## src/rtl/iic_seq_pkg.sv

```systemverilog
// Shared encodings for the IIC transfer sequencer: FSM states, call-bit indices
// and the width helper for the done-timeout counter.
package iic_seq_pkg;

    typedef enum logic [2:0] {
        IDLE,
        WR_TAG,
        WR_CALL,
        RD_TAG,
        RD_CALL,
        FIN
    } seq_state_t;

    localparam int unsigned CALL_WR = 1;
    localparam int unsigned CALL_RD = 0;

    // Counter only has to reach TMO-1, so clog2(TMO) bits are enough.
    function automatic int unsigned tmo_width(input int unsigned tmo);
        return (tmo > 1) ? $clog2(tmo) : 1;
    endfunction

endpackage

```

## src/rtl/iic_seq_tmo.sv

```systemverilog
// Done-timeout counter for the sequencer: cleared outside the call states,
// counts while enabled and flags the TMO-th waiting cycle.
module iic_seq_tmo
    import iic_seq_pkg::*;
#(
    parameter int unsigned TMO = 1000000
) (
    input  logic CLOCK,
    input  logic RESET,
    input  logic clr,
    input  logic en,
    output logic expired
);

    localparam int unsigned W = tmo_width(TMO);

    logic [W-1:0] cnt;

    assign expired = en && (cnt == W'(TMO - 1));

    always_ff @(posedge CLOCK or negedge RESET) begin
        if (!RESET) begin
            cnt <= '0;
        end else if (clr) begin
            cnt <= '0;
        end else if (en && !expired) begin
            cnt <= cnt + 1'b1;
        end
    end

endmodule

```

## src/rtl/iic_seq_ctrl.sv

```systemverilog
// IIC transfer sequencer: writes NBYTE bytes to base..base+NBYTE-1, then reads them back.
// Optional read-back verification and mismatch counter under `IIC_SEQ_VERIFY_EN.
module iic_seq_ctrl
    import iic_seq_pkg::*;
#(
    parameter int unsigned NBYTE = 3,
    parameter int unsigned DW    = 8,
    parameter int unsigned AW    = 8,
    parameter int unsigned TMO   = 1000000
) (
    input  logic                CLOCK,
    input  logic                RESET,
    input  logic                iStart,
    input  logic                iRdOnly,
    input  logic [AW-1:0]       iBase,
    input  logic [NBYTE*DW-1:0] iWrData,
    output logic [NBYTE*DW-1:0] oRdData,
    output logic                oBusy,
    output logic                oDone,
    output logic                oErr,
    output logic [1:0]          oCall,
    input  logic [1:0]          iDone,
    input  logic [1:0]          iTag,
    output logic [AW-1:0]       oAddr,
    output logic [DW-1:0]       oData,
    input  logic [DW-1:0]       iData
`ifdef IIC_SEQ_VERIFY_EN
    ,
    output logic [4:0]          oMisCnt
`endif
);

    localparam int unsigned KW = (NBYTE > 1) ? $clog2(NBYTE) : 1;
    localparam logic [KW-1:0] KLAST = KW'(NBYTE - 1);

    seq_state_t         state;
    logic [KW-1:0]      k;
    logic [AW-1:0]      base;
    logic [NBYTE*DW-1:0] wdat;
    logic [DW-1:0]      wbyte;
    logic               in_call;
    logic               tmo_exp;

`ifdef IIC_SEQ_VERIFY_EN
    logic               rdonly;
    logic               mis_any;
`endif

    // Byte k of the latched write word; byte 0 is the most significant.
    always_comb begin
        wbyte = '0;
        for (int unsigned i = 0; i < NBYTE; i++) begin
            if (k == KW'(i)) begin
                wbyte = wdat[(NBYTE-i)*DW-1 -: DW];
            end
        end
    end

    assign in_call = (state == WR_CALL) || (state == RD_CALL);

    iic_seq_tmo #(
        .TMO(TMO)
    ) u_tmo (
        .CLOCK  (CLOCK),
        .RESET  (RESET),
        .clr    (!in_call),
        .en     (in_call),
        .expired(tmo_exp)
    );

    always_ff @(posedge CLOCK or negedge RESET) begin
        if (!RESET) begin
            state   <= IDLE;
            k       <= '0;
            base    <= '0;
            wdat    <= '0;
            oRdData <= '0;
            oBusy   <= 1'b0;
            oDone   <= 1'b0;
            oErr    <= 1'b0;
            oCall   <= '0;
            oAddr   <= '0;
            oData   <= '0;
`ifdef IIC_SEQ_VERIFY_EN
            rdonly  <= 1'b0;
            mis_any <= 1'b0;
            oMisCnt <= '0;
`endif
        end else begin
            oDone <= 1'b0;
            unique case (state)
                IDLE: begin
                    if (iStart) begin
                        base  <= iBase;
                        wdat  <= iWrData;
                        oErr  <= 1'b0;
                        k     <= '0;
                        oBusy <= 1'b1;
                        state <= iRdOnly ? RD_TAG : WR_TAG;
`ifdef IIC_SEQ_VERIFY_EN
                        rdonly  <= iRdOnly;
                        mis_any <= 1'b0;
                        oMisCnt <= '0;
`endif
                    end
                end
                // Call outputs are set on the TAG->CALL transition so they are
                // valid for the whole CALL state and low for the TAG cycle.
                WR_TAG: begin
                    if (!iTag[CALL_WR]) begin
                        oCall[CALL_WR] <= 1'b1;
                        oAddr          <= base + AW'(k);
                        oData          <= wbyte;
                        state          <= WR_CALL;
                    end
                end
                WR_CALL: begin
                    if (iDone[CALL_WR]) begin
                        oCall[CALL_WR] <= 1'b0;
                        if (k == KLAST) begin
                            k     <= '0;
                            state <= RD_TAG;
                        end else begin
                            k     <= k + 1'b1;
                            state <= WR_TAG;
                        end
                    end else if (tmo_exp) begin
                        oCall <= '0;
                        oErr  <= 1'b1;
                        state <= FIN;
                    end
                end
                RD_TAG: begin
                    if (!iTag[CALL_RD]) begin
                        oCall[CALL_RD] <= 1'b1;
                        oAddr          <= base + AW'(k);
                        state          <= RD_CALL;
                    end
                end
                RD_CALL: begin
                    if (iDone[CALL_RD]) begin
                        oCall[CALL_RD] <= 1'b0;
                        for (int unsigned i = 0; i < NBYTE; i++) begin
                            if (k == KW'(i)) begin
                                oRdData[(NBYTE-i)*DW-1 -: DW] <= iData;
                            end
                        end
`ifdef IIC_SEQ_VERIFY_EN
                        if (!rdonly && (iData != wbyte)) begin
                            mis_any <= 1'b1;
                            if (oMisCnt != 5'd31) begin
                                oMisCnt <= oMisCnt + 1'b1;
                            end
                        end
`endif
                        if (k == KLAST) begin
                            k     <= '0;
                            state <= FIN;
                        end else begin
                            k     <= k + 1'b1;
                            state <= RD_TAG;
                        end
                    end else if (tmo_exp) begin
                        oCall <= '0;
                        oErr  <= 1'b1;
                        state <= FIN;
                    end
                end
                FIN: begin
                    oDone <= 1'b1;
                    oBusy <= 1'b0;
                    k     <= '0;
                    state <= IDLE;
`ifdef IIC_SEQ_VERIFY_EN
                    if (mis_any) begin
                        oErr <= 1'b1;
                    end
`endif
                end
                default: state <= IDLE;
            endcase
        end
    end

endmodule

```

## config.mk

```make
export PLATFORM = sky130hd
export DESIGN_NAME = iic_seq_ctrl
export DESIGN_NICKNAME = d
export VERILOG_FILES = /design/src/rtl/iic_seq_pkg.sv /design/src/rtl/iic_seq_tmo.sv /design/src/rtl/iic_seq_ctrl.sv
export SDC_FILE = /design/constraint.sdc
export NUM_CORES = 1
export LEC_CHECK = 0
export BUFFER_PORTS_ARGS = -buffer_cell sky130_fd_sc_hd__buf_2
export CORE_UTILIZATION = 45
export DETAILED_ROUTE_END_ITERATION = 16
export PLACE_DENSITY = 0.67
export SLEW_MARGIN = 20
export SYNTH_ARGS = -nofsm -noshare
export SYNTH_HDL_FRONTEND = slang
export SYNTH_HIERARCHICAL = 1
export SYNTH_SLANG_ARGS = --single-unit
```

## constraint.sdc

```tcl
create_clock -name CLOCK -period 2.9 [get_ports CLOCK]
set_clock_uncertainty 0.1 [all_clocks]
set_input_delay 0.435 -clock CLOCK [delete_from_list [all_inputs] [get_ports CLOCK]]
set_output_delay 0.435 -clock CLOCK [all_outputs]
set_load 0.005 [all_outputs]
```

### Word-level counts from Yosys, hierarchy flattened

Cells that the tools add are included.

| cells by class | value |
|---|---|
| reductions and logical operators | 24 |
| multiplexer cells | 40 |
| $lt $le $gt $ge | 0 |
| shift-type cells | 0 |
| $add $sub $neg | 3 |
| div/mod/pow operators | 0 |
| bitwise operators | 1 |
| eq/ne operators | 16 |
| multipliers | 0 |

Operators by type and width:

| kind | count |
|---|---|
| $mux W20 | 2 |
| $mux W8 | 5 |
| $mux W3 | 7 |
| $reduce_and A3 Y1 | 7 |
| $add A20 B1 Y20 const B | 1 |
| $eq A20 B20 Y1 const B | 1 |
| $ne A2 B2 Y1 const B | 8 |
| $pmux W8 S2 | 1 |
| $pmux W3 S5 | 1 |
| $mux W2 | 7 |
| $mux W1 | 12 |
| $pmux W1 S3 | 3 |
| $reduce_bool A3 Y1 | 3 |
| $add A8 B2 Y8 | 1 |
| $pmux W2 S4 | 1 |
| $reduce_and A4 Y1 | 2 |
| $eq A3 B2 Y1 const B | 2 |
| $eq A3 B3 Y1 const B | 2 |
| $reduce_and A2 Y1 | 3 |
| $reduce_bool A2 Y1 | 2 |
| $reduce_bool A4 Y1 | 1 |
| $eq A3 B1 Y1 const B | 1 |
| $logic_not A3 Y1 | 1 |
| $add A2 B1 Y2 const B | 1 |
| other kinds (8) | 9 |

| word-level totals | value |
|---|---|
| word-level logic and storage cells | 99 |
| memories | 0 |
| register bits | 102 |
| bits in writable memories | 0 |
| input bits | 48 |
| output and inout bits | 45 |
| latch bits | 0 |
| bits in read-only memories | 0 |

### Logic depth before layout (Yosys ltp)

Gate-level depths: netlist of run 1.

| logic depth | value |
|---|---|
| word-level depth | 7 |
| depth in mapped cells | 11 |
| gate-level depth less buffers | 9 |

### Hierarchy

Netlist of run 1, hierarchy kept.

By module, submodules not included:

| module | instances | seq. area each (µm²) | area each (µm²) | cells each |
|---|---|---|---|---|
| iic_seq_ctrl | 1 | 2,052.0 | 3,631.0 | 289 |
| iic_seq_tmo | 1 | 500.5 | 1,124.8 | 117 |

### Worst setup path after synthesis of run 1

OpenSTA, ideal clock, no wires.

| timing | value |
|---|---|
| path kind | reg2reg |
| start | register state[2] |
| end | register state[1] |
| data required time | 2.664 ns |
| arrival time | 2.058 ns |
| buffers on the path | 2 |
| slack | 0.606 ns |
| library setup time | 0.136 ns |
| stages on the path, launching flop included | 11 |
| cell sequence | dfrtp_1 buf_4 and2b_1 o21a_1 buf_2 and4_1 nand3_1 nor2_1 nor2_1 a21boi_0 o22ai_1 |

| on the way | value |
|---|---|
| cells in the longest elaborated chain, start to end | 6 |

RTL lines:

| item | RTL line | source |
|---|---|---|
| start, declared | iic_seq_ctrl.sv:36 | `seq_state_t state;` |
| start signal, assigned | iic_seq_ctrl.sv:99 | `state <= iRdOnly ? RD_TAG : WR_TAG;` |
| $eq A3 B2 Y1 or $eq A3 B3 Y1 (tied branches) | iic_seq_ctrl.sv:59 | `assign in_call = (state == WR_CALL) \|\| (state == RD_CALL);` |
| $logic_or A1 B1 Y1 (*) | iic_seq_ctrl.sv:59 |  |
| net in_call | iic_seq_ctrl.sv:41 | `logic in_call;` |
| $logic_and A1 B1 Y1 (*) | iic_seq_tmo.sv:19 | `assign expired = en && (cnt == W'(TMO - 1));` |
| net tmo_exp | iic_seq_ctrl.sv:42 | `logic tmo_exp;` |
| $mux W3 (*) | - |  |
| $mux W3 (on tied branches) | - |  |
| $pmux W3 S5 (*) | iic_seq_ctrl.sv:91 | `unique case (state)` |

The timed path passes the listed nets; every way through them passes the cells marked *.
A chain may end at the register's enable or synchronous reset.

### Worst setup path after layout of run 1

| timing | value |
|---|---|
| start | register state[2] |
| end | register state[0] |

The elaborated chain is that of the path after synthesis.

==> flow_summary.html, run 1 <==
<table>
<tr><th>Metric</th><th>Value</th></tr>
<tr><th colspan="2">Outcome</th></tr>
<tr><td>Run status</td><td>completed</td></tr>
<tr><th colspan="2">Logic synthesis</th></tr>
<tr><td>Share of flip-flops with an asynchronous set or reset</td><td>100%</td></tr>
<tr><td>Yosys reg bits</td><td>102</td></tr>
<tr><td>Top cell type's share of synthesized area</td><td>53.7%</td></tr>
<tr><td>Top cells by area in the synthesized netlist</td><td>dfrtp_1 54%, mux2_2 13%, nor2_1 3.7%</td></tr>
<tr><td>Syn Inst Count</td><td>406</td></tr>
<tr><td>Mapped Area</td><td>4760 µm²</td></tr>
<tr><td>Number of nets in the synthesized netlist</td><td>458</td></tr>
<tr><td>Leading area contributor after synthesis</td><td>dfrtp_1</td></tr>
<tr><td>Mean area per synthesized cell</td><td>11.7 µm²</td></tr>
<tr><td>Unique cell type count in the Yosys netlist</td><td>63</td></tr>
<tr><td>Number of flops mapped to enable cells by yosys</td><td>0</td></tr>
<tr><td>Fraction of the yosys area taken by sequential cells</td><td>53.7%</td></tr>
<tr><td>Total number of yosys warnings</td><td>6</td></tr>
<tr><td>Top flip-flop cell by instance count after synthesis</td><td>dfrtp_1</td></tr>
<tr><th colspan="2">CTS</th></tr>
<tr><td>Deepest level of the CTS H-tree</td><td>3</td></tr>
<tr><td>Clk_lat worst skew</td><td>0.37 ns</td></tr>
<tr><td>Max Buffers Root-to-Sink</td><td>2</td></tr>
<tr><td>Clock Pin Slew Worst Setup and Hold Paths</td><td>0.09 ns</td></tr>
<tr><td>Buffer type at the clock tree root</td><td>clkbuf_8</td></tr>
<tr><td>TritonCTS clock tree</td><td>done</td></tr>
<tr><td>CTS sink count</td><td>102</td></tr>
<tr><td>Cts bufs inserted</td><td>9</td></tr>
<tr><td>Cts-stage hold buffer count</td><td>1</td></tr>
<tr><td>Number of gates resized after CTS</td><td>0</td></tr>
<tr><td>Post-CTS setup buffer count</td><td>0</td></tr>
<tr><th colspan="2">Drt</th></tr>
<tr><td>Total detailed-routing wirelength</td><td>9430 µm</td></tr>
<tr><td>Remaining antenna violation count after routing</td><td>0</td></tr>
<tr><td>Via count normalized by instance count</td><td>5.23</td></tr>
<tr><td>DRT Pass-1 Iters</td><td>4</td></tr>
<tr><td>Violation count after the first detailed-route iteration</td><td>185</td></tr>
<tr><td>Count of vias placed by the detailed router</td><td>3376</td></tr>
<tr><td>Remaining routing DRC violations</td><td>0</td></tr>
<tr><td>Average detailed-routed wire length per instance</td><td>14.6 µm</td></tr>
<tr><th colspan="2">Pwr</th></tr>
<tr><td>Part of the power in combinational logic</td><td>37.8%</td></tr>
<tr><td>Seq pwr share</td><td>45.5%</td></tr>
<tr><td>Leakage dissipation</td><td>0.00256 µW</td></tr>
<tr><td>Power density of the placed cells</td><td>888 nW/µm²</td></tr>
<tr><td>Largest voltage drop on the vdd net</td><td>0.000494 V</td></tr>
<tr><td>Relative contribution of the clock network to total power</td><td>16.7%</td></tr>
<tr><td>Switching Fraction</td><td>34.3%</td></tr>
<tr><td>Net Sw Power</td><td>1690 µW</td></tr>
<tr><td>Internal power</td><td>3250 µW</td></tr>
<tr><th colspan="2">Worst setup path</th></tr>
<tr><td>Data arrival, critical path</td><td>2.50 ns</td></tr>
<tr><td>Delay contributed by the slowest stage of the critical path</td><td>0.43 ns</td></tr>
<tr><td>Slowest cell on the critical path</td><td>dfrtp_1</td></tr>
<tr><td>Required time of the worst setup path</td><td>3.07 ns</td></tr>
<tr><td>Endpoint class of the critical path</td><td>flop</td></tr>
<tr><td>CP Buf/Inv Count</td><td>0</td></tr>
<tr><td>Setup CP Type</td><td>reg -&gt; reg</td></tr>
<tr><td>Largest fanout on the critical path</td><td>6</td></tr>
<tr><td>Critical path launch point type</td><td>flop</td></tr>
<tr><td>Cell family contributing the most delay on the critical path</td><td>simple AND/OR/NAND/NOR gates</td></tr>
<tr><td>Ordered list of cells on the worst path</td><td>and2b_1 &gt; o21a_1 &gt; and4_1 &gt; nand3_1 &gt; nor2_1 &gt; nor2_1 &gt; o21ai_0 &gt; nand2_1 &gt; o32ai_1</td></tr>
<tr><td>Dominant cell type by count on the critical path</td><td>nor2_1</td></tr>
<tr><th colspan="2">GRT</th></tr>
<tr><td>Number of antenna violations at the first check in global routing</td><td>0</td></tr>
<tr><td>Global-route wire length before repair</td><td>16200 µm</td></tr>
<tr><td>Total global-route track usage</td><td>18.8%</td></tr>
<tr><td>GRT overflow</td><td>0</td></tr>
<tr><td>Number of global-route vias before repair</td><td>3430</td></tr>
<tr><td>Maximum number of pins on one net before global-route repair</td><td>56</td></tr>
<tr><th colspan="2">Timing</th></tr>
<tr><td>Normalized max-slew margin</td><td>55.2%</td></tr>
<tr><td>Unrepaired setup endpoints after global routing</td><td>false</td></tr>
<tr><td>Period utilisation layout</td><td>80.2%</td></tr>
<tr><td>Final Hold Viols</td><td>0</td></tr>
<tr><td>Transition time of the tightest slew-check pin</td><td>0.671 ns</td></tr>
<tr><td>Highest achievable clock rate</td><td>0.430 GHz</td></tr>
<tr><td>Count of endpoints failing setup in the final report</td><td>0</td></tr>
<tr><td>Accumulated negative setup slack</td><td>0 ns</td></tr>
<tr><td>Minimum clock period</td><td>2.33 ns</td></tr>
<tr><td>Final Max Tran Viols</td><td>0</td></tr>
<tr><th colspan="2">Layout</th></tr>
<tr><td>Net count, final</td><td>557</td></tr>
<tr><td>Combined flip-flop and latch cell area</td><td>2550 µm²</td></tr>
<tr><td>Area of combinational cells with multiple inputs</td><td>2080 µm²</td></tr>
<tr><td>N_diodes</td><td>0</td></tr>
<tr><td>Area added between synthesis and finish</td><td>17.1%</td></tr>
<tr><td>Layout Cells excl Fill</td><td>645</td></tr>
<tr><td>Fill cells</td><td>953</td></tr>
<tr><td>Fraction of final layout cells sized beyond drive strength 1</td><td>36.5%</td></tr>
<tr><th colspan="2">Floorplanning</th></tr>
<tr><td>Row count</td><td>37</td></tr>
<tr><td>Vert. Die Dim</td><td>105 µm</td></tr>
<tr><td>Top Ports</td><td>93</td></tr>
<tr><td>Initial core utilization</td><td>46.3%</td></tr>
<tr><td>Chip width</td><td>105 µm</td></tr>
<tr><td>Die Footprint</td><td>11000 µm²</td></tr>
<tr><td>Core box area</td><td>10300 µm²</td></tr>
<tr><th colspan="2">Place</th></tr>
<tr><td>Number of placed instances, taps included</td><td>629</td></tr>
<tr><td>Routability-driven placement congestion ratio</td><td>0.857</td></tr>
<tr><td>Quantity of I/O buffers inserted on ports</td><td>92</td></tr>
<tr><td>Final HPWL DP</td><td>6900 µm</td></tr>
<tr><th colspan="2">Worst hold path</th></tr>
<tr><td>HP Class</td><td>in -&gt; reg</td></tr>
<tr><th colspan="2">Flow run</th></tr>
<tr><td>Reported max-cap violation count</td><td>0</td></tr>
</table>
[per-stage QoR]
| stage | utilization (%) | setup slack, ns | hold WS [ns] | cell area [µm²] | power [µW] |
|---|---|---|---|---|---|
| 6_report | 54.2 | 0.574 | 0.176 | 5570 | 4950 |
| 5_1_grt | 54.2 | 0.238 | 0.154 | 5570 | 5330 |
| 4_1_cts | 54.2 | 0.580 | 0.164 | 5570 | 5010 |
| 3_5_place_dp | 52.4 | 0.607 | 0.370 | 5380 | 4180 |
| 3_3_place_gp | 52.4 | 0.639 | 0.360 | 5380 | 4100 |
| 2_1_floorplan | - | 0.606 | 0.0394 | 4760 | 3550 |
[cell usage in the layout, fill, tap and decap left out, drive strengths merged, types with 2 or more instances in the layout]
cell type and n:
or4 4, or2 2, nand3b 3, clkbuf 13
buf 102, nor2 48, mux2 55, inv 10
o31ai 3, o211ai 3, a22o 2, a21oi 22
nor3 4, nand3 9, mux2i 10, o21ai 20
nand2 28, o21a 3, nand2b 2, ha 3
nor4 3, nand4 5, and2b 2, xor2 10
and4 3, nor4bb 2, dfrtp 102, xnor2 9
a21o 2, nor2b 3, and3 6
[flip-flops by register name, summed over array words and instances (netlist names)]
| signal | cells |
|---|---|
| oRdData | 24 |
| wdat | 24 |
| u_tmo/cnt | 20 |
| base | 8 |
| oAddr | 8 |
| oData | 8 |
| state | 3 |
| k | 2 |
| oCall | 2 |
| oBusy | 1 |
| oDone | 1 |
| oErr | 1 |
[kinds of logic (layout without fill, tap and decap cells)]
logic type / Yosys count / after routing / share of synthesized area, %
AOI/OAI and AO/OA: 64 / 64 / 8.45
xor gates and xnor gates: 19 / 19 / 3.50
adders and majority gates: 4 / 4 / 1.21
buffers and inverters: 24 / 127 / 2.66
DFF: 102 / 102 / 53.7
muxes: 65 / 65 / 15.1
and+or+nand+nor: 128 / 128 / 15.4
[worst paths after layout]
path / start / end / slack, ns / depth (start not counted)
worst max-delay path: state[2] / state[0] / 0.57 / 9
worst min-delay path: iBase[7] / base[7] / 0.18 / 2
worst max register to register: state[2] / state[0] / 0.57 / 9
worst min register to register: oAddr[1] / oAddr[1] / 0.38 / 2
max in group asynchronous: RESET / oAddr[3] / 1.47 / 3
min in group asynchronous: RESET / oData[5] / 0.53 / 2
[cells in the mapped netlist (2+ instances only)]
master,count
nand2_1,28
nor2_1,47
mux2_2,54
o211ai_1,3
nor2b_1,3
or4_1,4
o21ai_1,3
nand4_1,4
xnor2_1,9
nand3b_1,2
o21a_1,3
a22o_1,2
o21ai_0,16
buf_4,4
nand3_2,2
a21o_1,2
inv_1,8
xor2_1,10
and4_1,3
ha_1,3
buf_2,5
and2b_1,2
a21oi_1,20
clkbuf_1,3
a21oi_2,2
dfrtp_1,102
o31ai_1,3
and3_1,6
nor3_1,3
buf_6,2
nand3_1,7
mux2i_1,10
[cell type report]
class	count	share of cell area, %
Tap cell	136	3.06
Clock buffer	13	2.85
Inverter	9	0.607
Sequential cell	102	45.8
Multi-Input combinational cell	280	37.3
Clock inverter	2	0.292
Timing Repair Buffer	103	10.1
[power by group through the flow]
stage / sequential, µW / clock [µW] / combinational (µW)
floorplan: 2260 / 0 / 1290
global placement: 2260 / 0 / 1840
detailed placement: 2280 / 0 / 1900
CTS: 2260 / 854 / 1900
global route: 2320 / 905 / 2100
finish: 2250 / 825 / 1870
[per-layer routing]
metal  vias up  share of wire, %  global-route usage (%)
li1       1629                 -                       -
met1      1653                45                    23.6
met2        80                47                    29.8
met3        14               6.0                    5.99
met4         0               1.8                    8.45
met5         -                 0                       0
Power figures use the tool's default switching activity.
==> run 2: changes to the inputs <==
==> constraint.sdc (replaced) <==
create_clock -name CLOCK -period 2.2 [get_ports CLOCK]
set_clock_uncertainty 0.1 [all_clocks]
set_input_delay 0.33 -clock CLOCK [delete_from_list [all_inputs] [get_ports CLOCK]]
set_output_delay 0.33 -clock CLOCK [all_outputs]
set_load 0.005 [all_outputs]
==> run 2 against run 1 <==
Compared with the run above:
- utilization increased by 1.0 points
- maximum frequency is 14% higher
- sequential power is 32% higher
- setup slack worse by 0.42 ns
- clock power rose by 35%
- combinational power grew 37%
- cell count up 1.6%
- largest power group unchanged
==> flow_summary.html, run 2 (synthesized netlist as in run 1, its figures left out) <==
<table>
<tr><th>Metric</th><th>Value</th></tr>
<tr><th colspan="2">Timing</th></tr>
<tr><td>Transition time of the tightest slew-check pin</td><td>0.671 ns (+0.00000852 ns)</td></tr>
<tr><td>Unrepaired setup endpoints after global routing</td><td>false</td></tr>
<tr><td>Count of endpoints failing setup in the final report</td><td>0 (unchanged)</td></tr>
<tr><td>Final Hold Viols</td><td>0 (unchanged)</td></tr>
<tr><td>Highest achievable clock rate</td><td>0.489 GHz (+14%)</td></tr>
<tr><td>Final Max Tran Viols</td><td>0 (unchanged)</td></tr>
<tr><td>Period utilisation layout</td><td>92.9% (+13 points)</td></tr>
<tr><td>Normalized max-slew margin</td><td>55.2% (about the same)</td></tr>
<tr><td>Minimum clock period</td><td>2.04 ns (-0.281 ns)</td></tr>
<tr><td>Hold Worst Slack</td><td>0.0743 ns (-0.102 ns)</td></tr>
<tr><td>Accumulated negative setup slack</td><td>0 ns (unchanged)</td></tr>
<tr><th colspan="2">Place</th></tr>
<tr><td>Area after DPL</td><td>5450 µm² (+1.1%)</td></tr>
<tr><td>Quantity of I/O buffers inserted on ports</td><td>92 (unchanged)</td></tr>
<tr><td>Routability-driven placement congestion ratio</td><td>0.864 (+0.89%)</td></tr>
<tr><td>Final HPWL DP</td><td>7000 µm (+1.4%)</td></tr>
<tr><th colspan="2">Layout</th></tr>
<tr><td>Highest-count cells in the layout ignoring fill and taps</td><td>102 x dfrtp_1, 91 x buf_2, 54 x mux2_2, 46 x nor2_1, 28 x nand2_1</td></tr>
<tr><td>Net count, final</td><td>566 (+1.6%)</td></tr>
<tr><td>Combined flip-flop and latch cell area</td><td>2550 µm² (unchanged)</td></tr>
<tr><td>Area added between synthesis and finish</td><td>19.3%</td></tr>
<tr><td>Largest regs</td><td>oRdData (24), wdat (24), u_tmo/cnt (20)</td></tr>
<tr><td>N_diodes</td><td>0 (unchanged)</td></tr>
<tr><td>Non-Filler Cell Area, Final</td><td>5670 µm² (+1.9%)</td></tr>
<tr><td>Fraction of final layout cells sized beyond drive strength 1</td><td>38.7% (+2.2 points)</td></tr>
<tr><td>Fill cells</td><td>933 (-2.1%)</td></tr>
<tr><td>Area of combinational cells with multiple inputs</td><td>2090 µm² (+0.72%)</td></tr>
<tr><td>Most common cell after layout, fill and taps aside</td><td>dfrtp_1</td></tr>
<tr><th colspan="2">GRT</th></tr>
<tr><td>GRT overflow</td><td>0 (unchanged)</td></tr>
<tr><td>Global-route wire length before repair</td><td>16800 µm (+3.7%)</td></tr>
<tr><td>Total global-route track usage</td><td>19.3% (+0.53 points)</td></tr>
<tr><td>Maximum number of pins on one net before global-route repair</td><td>48 (-14%)</td></tr>
<tr><td>Number of global-route vias before repair</td><td>3479 (+1.4%)</td></tr>
<tr><td>Number of antenna violations at the first check in global routing</td><td>0 (unchanged)</td></tr>
<tr><th colspan="2">Flow run</th></tr>
<tr><td>Reported max-cap violation count</td><td>0 (unchanged)</td></tr>
<tr><th colspan="2">Floorplanning</th></tr>
<tr><td>Row count</td><td>37 (unchanged)</td></tr>
<tr><td>Chip width</td><td>105 µm (unchanged)</td></tr>
<tr><td>Top Ports</td><td>93 (unchanged)</td></tr>
<tr><td>Core box area</td><td>10300 µm² (unchanged)</td></tr>
<tr><td>Die Footprint</td><td>11000 µm² (unchanged)</td></tr>
<tr><td>Initial core utilization</td><td>46.3% (unchanged)</td></tr>
<tr><td>Vert. Die Dim</td><td>105 µm (unchanged)</td></tr>
<tr><th colspan="2">Drt</th></tr>
<tr><td>Violation count after the first detailed-route iteration</td><td>167 (-9.7%)</td></tr>
<tr><td>Remaining antenna violation count after routing</td><td>0 (unchanged)</td></tr>
<tr><td>Average detailed-routed wire length per instance</td><td>14.7 µm (+0.52%)</td></tr>
<tr><td>Count of vias placed by the detailed router</td><td>3411 (+1.0%)</td></tr>
<tr><td>Via count normalized by instance count</td><td>5.21 (-0.51%)</td></tr>
<tr><td>Total detailed-routing wirelength</td><td>9630 µm (+2.1%)</td></tr>
<tr><td>Remaining routing DRC violations</td><td>0 (unchanged)</td></tr>
<tr><td>DRT Pass-1 Iters</td><td>5 (+1)</td></tr>
<tr><th colspan="2">Worst setup path</th></tr>
<tr><td>Endpoint class of the critical path</td><td>flop</td></tr>
<tr><td>Critical path launch point type</td><td>flop</td></tr>
<tr><td>Setup CP Type</td><td>reg -&gt; reg</td></tr>
<tr><td>Number of cells on the worst reg-to-reg path</td><td>8 (-1)</td></tr>
<tr><td>Required time of the worst setup path</td><td>2.33 ns (-0.74 ns)</td></tr>
<tr><td>Data arrival, critical path</td><td>2.17 ns (-0.33 ns)</td></tr>
<tr><td>Largest fanout on the critical path</td><td>6 (unchanged)</td></tr>
<tr><th colspan="2">CTS</th></tr>
<tr><td>Max Buffers Root-to-Sink</td><td>2 (unchanged)</td></tr>
<tr><td>Clock Pin Slew Worst Setup and Hold Paths</td><td>0.10 ns (about the same)</td></tr>
<tr><td>Cts bufs inserted</td><td>9 (unchanged)</td></tr>
<tr><td>Deepest level of the CTS H-tree</td><td>3 (unchanged)</td></tr>
<tr><td>Clk_lat worst skew</td><td>0.36 ns (about the same)</td></tr>
<tr><td>Buffer type at the clock tree root</td><td>clkbuf_8</td></tr>
<tr><td>CTS sink count</td><td>102 (unchanged)</td></tr>
<tr><td>TritonCTS clock tree</td><td>done</td></tr>
<tr><th colspan="2">Worst hold path</th></tr>
<tr><td>Number of cells traversed by the worst hold path</td><td>3 (+1)</td></tr>
<tr><td>HP Class</td><td>in -&gt; reg</td></tr>
<tr><th colspan="2">Pwr</th></tr>
<tr><td>Leakage dissipation</td><td>0.00262 µW (+2.2%)</td></tr>
<tr><td>Largest voltage drop on the vdd net</td><td>0.000726 V (+47%)</td></tr>
<tr><td>Power density of the placed cells</td><td>1170 nW/µm² (+32%)</td></tr>
<tr><th colspan="2">Outcome</th></tr>
<tr><td>Run status</td><td>completed</td></tr>
</table>
## run 2: cell count changes in the layout (fill, tap and decap cells not counted), sizes merged
cell and change:
buf +9, clkbuf -1, clkinv +2
## run 2: worst max-delay path, cell delays in order (launching register included)
cell and delay (ns):
dfrtp_1 0.43, and2b_2 0.25, o21a_1 0.14, and4_2 0.28
nand3_2 0.14, nor2_4 0.21, nor2_1 0.09, a21boi_0 0.17
o22ai_1 0.11
## run 2: stage by stage
step | setup slack, ns | power [µW] | instances | utilization (%)
4_1_cts | 0.0294 | 6720 | 652 | 54.9
2_1_floorplan | 0.00809 | 4680 | 406 | -
3_3_place_gp | 0.147 | 5470 | 635 | 53.0
6_report | 0.155 | 6660 | 655 | 55.2
3_5_place_dp | 0.0702 | 5590 | 635 | 53.0
5_1_grt | 0.00360 | 7170 | 655 | 55.2
## run 2: final timing paths
kind,from,endpoint,slack (ns)
min in group asynchronous,RESET,state[0],0.39
hold reg to reg,oAddr[5],oAddr[5],0.39
max in group asynchronous,RESET,wdat[2],0.97
setup reg to reg,state[2],state[1],0.16
hold / removal,iBase[1],base[1],0.07
setup / recovery,state[2],state[1],0.16
## run 2: report_power, final
group / total (µW) / internal, µW / switching, µW
sequential: 2970 / 2570 / 407
clock: 1110 / 479 / 635
combinational: 2570 / 1320 / 1250
## run 2: cell type report
type                    instances  share of cell area [%]
clock buffers                  12                    2.73
multi-input cells             280                    36.9
inverters                       9                   0.595
well taps                     136                    3.00
flip-flops and latches        102                    45.0
clock inverters                 4                   0.529
repair buffers                112                    11.3
## run 2: metal layers
metal  GRT usage, %  vias to the layer above  routed length [µm]
li1               -                     1645                   -
met1           24.4                     1682                4160
met2           32.0                       77                4860
met3           5.61                        7                 542
met4           6.24                        0                  76
met5              0                        -                   0
## run 2: timing repair
item,in CTS,in global routing
endpoints found under the setup margin,0,5
resized for setup,0,3
hold buffers,1,0
setup buffers,0,3
hold endpoints to repair,37,0
